[src/rtl/mmio_timer.sv]
// mmio_timer: Avalon-MM RISC-V machine timer with one-wait-state reads
module mmio_timer #(
   parameter int ADDR_W     = 8,
   parameter int PRESCALE_W = 16
) (
   input  logic              clk,
   input  logic              rst,
   input  logic [ADDR_W-1:0] address,
   input  logic              read,
   input  logic              write,
   input  logic [31:0]       writedata,
   input  logic [3:0]        byteenable,
   output logic [31:0]       readdata,
   output logic              waitrequest,
   output logic              timer_irq
);
   typedef enum logic {S_IDLE, S_RESP} state_t;
   state_t                r_state, w_state_nxt;
   logic [63:0]           r_mtime, r_mtimecmp, w_mtime_inc, w_mtime_nxt;
   logic [PRESCALE_W-1:0] r_pcnt, r_prescale;
   logic [1:0]            r_ctrl;
   logic [31:0]           r_hi_shadow, r_readdata_q, w_rdata, w_word;
   logic                  w_tick, w_wr, w_rd;

   function automatic logic [31:0] merge(input logic [31:0] old, input logic [31:0] d, input logic [3:0] be);
      logic [31:0] m;
      m = old;
      for (int i = 0; i < 4; i++) if (be[i]) m[8*i+:8] = d[8*i+:8];
      return m;
   endfunction

   assign w_word      = 32'(address) >> 2;
   assign w_rd        = (r_state == S_IDLE) && read;
   assign w_wr        = write && !read;
   assign w_tick      = r_ctrl[0] && (r_pcnt == r_prescale);
   assign w_mtime_inc = r_mtime + 64'(w_tick);
   assign readdata    = r_readdata_q;

   // Bus write/read overlap is a host bug; the read wins and the write is dropped
   assert property (@(posedge clk) disable iff (rst) !(read && write));

   // Read FSM next state and stall: one wait cycle per accepted read
   always_comb begin
      w_state_nxt = w_rd ? S_RESP : S_IDLE;
      waitrequest = w_rd;
   end

   // Register file read decode; mtime_hi returns the shadow captured by the last mtime_lo read
   always_comb begin
      w_rdata = '0;
      case (w_word)
         32'd0:   w_rdata = r_mtime[31:0];
         32'd1:   w_rdata = r_hi_shadow;
         32'd2:   w_rdata = r_mtimecmp[31:0];
         32'd3:   w_rdata = r_mtimecmp[63:32];
         32'd4:   w_rdata = 32'(r_ctrl);
         32'd5:   w_rdata = 32'(r_prescale);
         default: w_rdata = '0;
      endcase
   end

   // Written mtime bytes override the ticked value; unwritten bytes keep the increment
   always_comb begin
      w_mtime_nxt[31:0]  = (w_wr && w_word == 32'd0) ? merge(w_mtime_inc[31:0], writedata, byteenable) : w_mtime_inc[31:0];
      w_mtime_nxt[63:32] = (w_wr && w_word == 32'd1) ? merge(w_mtime_inc[63:32], writedata, byteenable) : w_mtime_inc[63:32];
   end

   // Read FSM state register
   always_ff @(posedge clk or posedge rst) begin
      if (rst) r_state <= S_IDLE;
      else     r_state <= w_state_nxt;
   end

   // Timer state, prescaler, compare register, control and interrupt
   always_ff @(posedge clk or posedge rst) begin
      if (rst) begin
         r_mtime    <= '0;
         r_pcnt     <= '0;
         r_mtimecmp <= '1;
         r_ctrl     <= '0;
         r_prescale <= '0;
         timer_irq  <= 1'b0;
      end else begin
         r_mtime <= w_mtime_nxt;
         r_pcnt  <= (w_wr && w_word == 32'd5) ? '0 : !r_ctrl[0] ? r_pcnt : w_tick ? '0 : r_pcnt + 1'b1;
         if (w_wr && w_word == 32'd2) r_mtimecmp[31:0]  <= merge(r_mtimecmp[31:0], writedata, byteenable);
         if (w_wr && w_word == 32'd3) r_mtimecmp[63:32] <= merge(r_mtimecmp[63:32], writedata, byteenable);
         if (w_wr && w_word == 32'd4) r_ctrl     <= 2'(merge(32'(r_ctrl), writedata, byteenable));
         if (w_wr && w_word == 32'd5) r_prescale <= PRESCALE_W'(merge(32'(r_prescale), writedata, byteenable));
         timer_irq <= r_ctrl[1] && (r_mtime >= r_mtimecmp);
      end
   end

   // Read data capture in the wait cycle; an mtime_lo read snapshots the high word
   always_ff @(posedge clk or posedge rst) begin
      if (rst) begin
         r_readdata_q <= '0;
         r_hi_shadow  <= '0;
      end else if (w_rd) begin
         r_readdata_q <= w_rdata;
         if (w_word == 32'd0) r_hi_shadow <= r_mtime[63:32];
      end
   end
endmodule
[config.mk]
export PLATFORM = sky130hd
export DESIGN_NAME = mmio_timer
export DESIGN_NICKNAME = d
export VERILOG_FILES = /design/src/rtl/mmio_timer.sv
export SDC_FILE = /design/constraint.sdc
export NUM_CORES = 1
export LEC_CHECK = 0
export CAP_MARGIN = 20
export CORE_MARGIN = 3
export CORE_UTILIZATION = 55
export CTS_BUF_LIST = sky130_fd_sc_hd__clkbuf_16
export CTS_CLUSTER_SIZE = 20
export DETAILED_ROUTE_END_ITERATION = 8
export PLACE_DENSITY = 0.74
export REMOVE_ABC_BUFFERS = 1
export SETUP_SLACK_MARGIN = 0.02
export SKIP_LAST_GASP = 1
export SYNTH_ARGS = -nofsm -noshare
export SYNTH_HDL_FRONTEND = slang
export SYNTH_SLANG_ARGS = --single-unit
[constraint.sdc]
create_clock -name clk -period 16.45 [get_ports clk]
set_clock_uncertainty 0.1 [all_clocks]
set_input_delay 1.645 -clock clk [delete_from_list [all_inputs] [get_ports clk]]
set_output_delay 1.645 -clock clk [all_outputs]
set_load 0.1 [all_outputs]
---- Word-level counts from Yosys, hierarchy flattened ----
Cells that the tools add are included.
operators by class
  bitwise operators ....................... 1
  equality and inequality tests ........... 6
  muxes and demuxes ....................... 15
  reductions and logical operators ........ 25
  order comparisons ....................... 1
  add/sub/neg operators ................... 2
operator list
  cell                                           count
  one-hot mux 32 bit (6 select lines)            1
  adder 64 x 1 -> 64 bit                         1
  >= comparator 64 bit                           1
  2-to-1 mux 32 bit                              2
  2-to-1 mux 8 bit                               8
  2-to-1 mux 16 bit                              3
  logical NOT 32 bit                             1
  AND reduction 2 bit                            12
  adder 16 x 1 -> 16 bit, second input constant  1
  == test 16 bit                                 1
  == test 6 x 2 -> 1 bit, second input constant  2
  == test 6 x 3 -> 1 bit, second input constant  2
  logical AND 1 bit                              10
  == test 6 x 1 -> 1 bit, second input constant  1
  nonzero test 2 bit                             1
  logical NOT 1 bit                              1
  2-to-1 mux 1 bit                               1
  NOT 1 bit                                      1
storage, ports and cells
  input bits .............................. 48
  word-level logic and storage cells ...... 67
  register bits ........................... 228
  output and inout port bits .............. 34

---- Depth between registers and ports, before layout ----
Gate-level depths: netlist of the first run.
  depth in word-level cells ............... 5
  depth in mapped cells ................... 14
  mapped depth without buffers ............ 13

---- Worst setup path before layout of the first run ----
OpenSTA, ideal clock, no wires.
  path type ............................... input to output
  start ................................... input port read
  end ..................................... output port waitrequest
  stages on the path ...................... 4
  data required time ...................... 14.705 ns
  path buffers ............................ 2
  data arrival time ....................... 2.968 ns
  path slack .............................. 11.737 ns
  cells stage by stage .................... nand2b_1 clkbuf_1 inv_1 clkbuf_1
on the way
  longest elaborated chain between the ends .. 1
RTL lines
  item               RTL line  source
  start, declared    9         input logic read,
  logical AND 1 bit  33        assign w_rd = (r_state == S_IDLE) && read;
  end, declared      14        output logic waitrequest,
No other way between the ends.

---- Final worst setup path of the first run ----
Ends and elaborated chain as after synthesis.

==> results of run 1 <==
[stage by stage]
stage / hold WS, ps / area, µm² / util / cells
floorplan: 350 / 12400 / - / 1262
detailed placement: 369 / 13600 / 0.615 / 1635
global placement: 356 / 13600 / 0.615 / 1635
finish: 374 / 14500 / 0.654 / 1685
CTS: 381 / 14500 / 0.653 / 1683
global route: 407 / 14500 / 0.654 / 1685
[synthesized netlist by cell type (all sizes together) (3+ instances only)]
cell type and instances:
and3 11, nand4 29, a22oi 16, dfrtp 164, nand2b 4, nand3 46, dfstp 64, and2 7
or3 3, buf 15, nor3b 3, inv 80, a221oi 18, clkbuf 35, nor2b 5, o21a 3
o21ai 127, mux2i 21, or4 5, and4 7, nor3 14, xnor2 46, a21oi 77, mux2 54
nor4 16, mux4 10, ha 67, xor2 46, a21o 4, nand2 176, nor2 121
[worst reg2reg max path: stages, from the launching register on]
cell and delay [ps]:
dfrtp_1 460, xor2_1 220, nor4_1 370, nand2_1 100
or4_1 590, inv_1 90, ha_1 200, ha_1 230
and3_1 290, nand3_1 200, nor4_4 940, nand3_1 200
xnor2_1 170, mux2_1 280
[state kept, by name (all words and copies together) (netlist names)]
| name | cells |
|---|---|
| r_mtime | 64 |
| r_state | 1 |
| r_pcnt | 16 |
| timer_irq | 1 |
| r_prescale | 16 |
| r_hi_shadow | 32 |
| readdata | 32 |
| r_ctrl | 2 |
| r_mtimecmp | 64 |
[layout make-up]
class	count	area, µm²
fill	1796	7670
sequential	228	5790
inverter	80	308
clock inverter	22	183
tap	280	350
clock buffer	26	651
timing repair buffer	95	905
multi-input combinational	954	6300
[power by group]
part           total [mW]  switching [mW]  internal, mW
sequential          0.654          0.0405         0.613
combinational       0.255           0.157        0.0983
clock               0.570           0.237         0.333
total                1.48           0.434          1.04
[how the worst max path moves through the flow]
stage / from / to / slack [ps]
2_1_floorplan: rst / r_ctrl[0] / 8560
3_3_place_gp: read / waitrequest / 10700
3_5_place_dp: read / waitrequest / 10690
4_1_cts: read / waitrequest / 10690
5_1_grt: read / waitrequest / 10610
6_report: read / waitrequest / 10690
[cell families after synthesis]
logic type | share of synthesized area
AND/OR/NAND/NOR | 0.169
flip-flops | 0.460
adder cells (fa/ha/maj) | 0.0667
XOR/XNOR | 0.0641
AO/OA/AOI/OAI | 0.117
multiplexers | 0.0830
buffers and inverters | 0.0403
[layer usage]
metal  wire [µm]  part of all wire  vias to the layer above  track usage
met3        2560             0.074                       84       0.0564
met1       14500              0.42                     5016        0.396
met5           0                 0                        -            0
met4        1100             0.032                        0        0.104
li1            -                 -                     4728            -
met2       16200              0.47                      398        0.444
==> impl_metrics.yaml, run 1 <==
outcome:
  status: "finished clean"
timing:
  grt_setup_unrepaired: "no"
  tightest_slew_ps: 1190
  maxSlewHeadroom: 0.202
  hold_violations: 0
  post-route-period-util: 0.350
  clock.fmax_mhz: 174
  maxSlewViolCount: 0
  setup_slack_ps: 10690
  tns_ps: 0
  layout_min_cycle_time_ps: 5760
  setup_viol: 0
logic_synthesis:
  netlist_area_um2: 12600
  ys_seq_area_frac: 0.460
  syn_avg_cell_area_um2: 9.58
  yosys_warnings: 0
  ys_async_sr_fraction: 1.00
  synth_edf_count: 0
  synth_flop_cell: "dfrtp_1"
  synth_top_area_frac: 0.326
  synth_top_area_cell: "dfrtp_1"
  netlist_top_cells_area: "dfrtp_1, dfstp_2, ha_1, nand2_1, o21ai_0"
  syn_inst: 1312
  ys_types: 57
  ys_seq_elements: 228
layout:
  num_antenna_cells: 0
  layout_commonest_cell: "nand2_1"
  syn2layout_area_growth_pct: 15.2
  nets: 1500
  layout_common_cells: "nand2_1, dfrtp_1, nor2_1, o21ai_0, inv_1"
  drive_gt1_frac: 0.115
worst_setup_path:
  path_class: "in2out"
  cpPeakStageDelay_ps: 1180
  timing.rr.end: "r_mtime[44]"
  path_cells: "clkdlybuf4s50_1 -> nand2b_1 -> buf_4 -> inv_1 -> buf_4 -> clkdlybuf4s50_1"
  timing.rr.start: "r_prescale[5]"
  critPathBufInv: 5
  crit_fanout: 35
  critPathArrivalTime_ps: 4010
  rrSetupSlack_ps: 11860
  critPathRequiredTime_ps: 14700
  rr_worst_depth: 13
  critPathLaunchType: "input port"
  cp-end-kind: "primary output"
  slowest_stage: "clkdlybuf4s50_1"
  path_delay_family: "buffers and inverters"
  path_depth: 6
floorplanning:
  die_w_um: 157
  fp-row-count: 54
  start_util: 0.567
  dieHeight_um: 157
  design.portCount: 82
  core_um2: 22200
  die_area_um2: 24700
power:
  p_leak_nw: 6.47
  ir_drop_uv: 82.7
  power_density_nw_per_um2: 102
  total_power_mw: 1.48
hold_path:
  hold_path_end: "readdata[14]"
  hold_depth: 2
  worstHoldPathType: "reg2reg"
  hp-start: "readdata[14]"
placement:
  portBuffers: 79
  post-dp-hpwl_um: 23800
  dp_slack_ps: 10690
  place_congestion: 0.900
clocking:
  cts_sinks: 228
  cts-root-buf: "clkbuf_16"
  clkSlewWorstSetupHoldPaths_ps: 50
  hold_buffers: 0
  numCtsBuffers: 26
  worstSkewPairLatency_ps: 540
  cts_resized: 0
  clock_path_buffers: 3
  postCtsSetupRepairBufs: 0
  cts_tree: "yes"
  ctsHtreeMaxLevel: 1
detailed_routing:
  drc_errors: 0
  routedWlPerCell_um: 20.4
  detail-route-antenna-nets: 0
  wl_um: 34400
  viasPerCell: 6.07
  drt-initial-drc-count: 841
  first_pass_iters: 5
  vias: 10200
grt:
  grt_max_degree: 125
  grt_first_pass_wirelength_um: 55000
  antenna_found_initial: 1
  globalRouteOverflowTotal: 0
  grtUsageTotal: 0.284
  first_global_vias: 10300
flow_run:
  max_cap_viol_count: 0
Note: power is estimated with default switching activity, not from simulation.
==> run 2: changes to the inputs <==
Settings changed: CORE_UTILIZATION 55 to 54, PLACE_DENSITY 0.74 to 0.76.
Clock period 16.45 ns to 5.2 ns, I/O delays scaled along.
==> run 2 against run 1 <==
  * Setup slack got worse by 9600 ps
  * Via count down 0.46%
  * Critical path depth is 8 higher
  * Clock-buffer cell count grew 1
  * Utilization down 1.7 points
  * Combinational power rose to 3.1 times the previous value
  * Global-route usage shrank 1.5 points
  * Flip-flop and latch count unchanged
  * Routed wire length is 2.1% lower
  * Non-clock buffer count is 8 higher
  * Clock power grew to 2.9 times the previous value
  * Hold slack got worse by 8.0 ps
  * Largest power group unchanged
==> impl_metrics.yaml, run 2 (synthesized netlist as in run 1, its figures left out) <==
detailed_routing:
  drc_errors: 0
  wl_met3_um: 2180
  drt-initial-drc-count: 878
  wl_um: 33700
  routedWlPerCell_um: 19.5
  viasPerCell: 5.90
  first_pass_iters: 7
  wl_met1_um: 14700
  wl_met2_um: 15800
  top_layer: "met4"
  vias: 10200
  detail-route-antenna-nets: 0
timing:
  grt_setup_unrepaired: "no"
  post-route-period-util: 0.799
  whs_ps: 366
  tightest_slew_ps: 1040
  clock.fmax_mhz: 241
  setup_slack_ps: 1040
  hold_violations: 0
  layout_min_cycle_time_ps: 4160
  maxSlewViolCount: 0
  setup_viol: 0
  tns_ps: 0
  maxSlewHeadroom: 0.303
floorplanning:
  core_um2: 22800
  start_util: 0.552
  dieHeight_um: 159
  fp-row-count: 55
  design.portCount: 82
  die_w_um: 159
  die_area_um2: 25100
grt:
  antenna_found_initial: 0
  first_global_vias: 9904
  grt_first_pass_wirelength_um: 53200
  grt_max_degree: 129
  globalRouteOverflowTotal: 0
  grtUsageTotal: 0.269
hold_path:
  worstHoldPathType: "reg2reg"
power:
  switching_share: 0.294
  p_sw_mw: 1.32
  total_power_mw: 4.50
  p_leak_nw: 6.48
  p_comb_frac: 0.177
  power_frac_clock: 0.364
  power_density_nw_per_um2: 310
  pwr-share-seq: 0.458
  p_int_mw: 3.18
  ir_drop_uv: 192
clocking:
  cts-root-buf: "clkbuf_16"
  cts_tree: "yes"
  postCtsSetupRepairBufs: 0
  worstSkewPairLatency_ps: 530
  clock_path_buffers: 3
  clkSlewWorstSetupHoldPaths_ps: 60
  cts_resized: 0
  hold_buffers: 0
  numCtsBuffers: 26
  ctsHtreeMaxLevel: 1
  cts_sinks: 228
placement:
  place_congestion: 0.916
  portBuffers: 79
  post-dp-hpwl_um: 23900
  placed_area_um2: 13700
  dp_slack_ps: 1140
  place_inst: 1677
layout:
  fin_util: 0.637
  nets: 1508
  syn2layout_area_growth_pct: 15.4
  drive_gt1_frac: 0.119
  reg_top3: "r_mtime (64), r_mtimecmp (64)"
  num_antenna_cells: 0
  layout.cells.non_filler: 1725
  layout_common_cells: "nand2_1, dfrtp_1, nor2_1, o21ai_0, inv_1"
  fin_area_um2: 14500
  layout_commonest_cell: "nand2_1"
worst_setup_path:
  critPathRequiredTime_ps: 5560
  path_delay_family: "simple AND/OR/NAND/NOR gates"
  crit_fanout: 7
  cp-end-kind: "flip-flop"
  path_cells: "xor2_1 -> nor4_1 -> nand2_1 -> or4_1 -> inv_1 -> ha_1 -> ha_1 -> and3_1 -> nand3_1 -> nor4_4 -> buf_4 -> nand4_1 -> xor2_1 -> o21ai_1"
  slowest_stage: "nor4_4"
  critPathBufInv: 2
  critPathLaunchType: "flip-flop"
  critPathArrivalTime_ps: 4510
  cpPeakStageDelay_ps: 660
  path_class: "reg2reg"
outcome:
  status: "finished clean"
flow_run:
  max_cap_viol_count: 0
## run 2: worst paths after layout
check	from	endpoint	slack, ps	cells past startpoint
hold reg to reg	readdata[25]	readdata[25]	370	2
max in group asynchronous	rst	r_mtimecmp[63]	3400	3
setup / recovery	r_pcnt[0]	r_mtime[40]	1040	14
hold / removal	readdata[25]	readdata[25]	370	2
min in group asynchronous	rst	readdata[12]	410	2
setup reg to reg	r_pcnt[0]	r_mtime[40]	1040	14
## run 2: power groups by stage
stage	Combinational (mW)	Sequential [mW]	Clock (mW)
6_report	0.797	2.06	1.64
5_1_grt	0.879	2.08	1.74
4_1_cts	0.793	2.06	1.66
3_5_place_dp	0.785	2.09	0
3_3_place_gp	0.764	2.08	0
2_1_floorplan	0.472	2.12	0
## run 2: metal layers
layer / vias to the layer above / GRT usage
met5: - / 0
met2: 365 / 0.435
li1: 4748 / -
met3: 66 / 0.0416
met1: 5000 / 0.380
met4: 0 / 0.0758
## run 2: area by class of cell
cell class | instances | area [µm²]
flip-flops and latches | 228 | 5790
well taps | 313 | 392
inverters | 80 | 308
multi-input cells | 954 | 6300
clock buffers | 27 | 676
repair buffers | 103 | 958
clock inverters | 20 | 83.8
fillers | 1873 | 8270
## run 2: worst reg2reg max path: cells and delay by family (launching register included)
family / cells / cell delay, ps
adders and majority gates: 2 / 390
buffers and inverters: 2 / 400
xor gates and xnor gates: 2 / 380
DFF: 1 / 440
AOI/OAI and AO/OA: 1 / 120
and+or+nand+nor: 7 / 2270
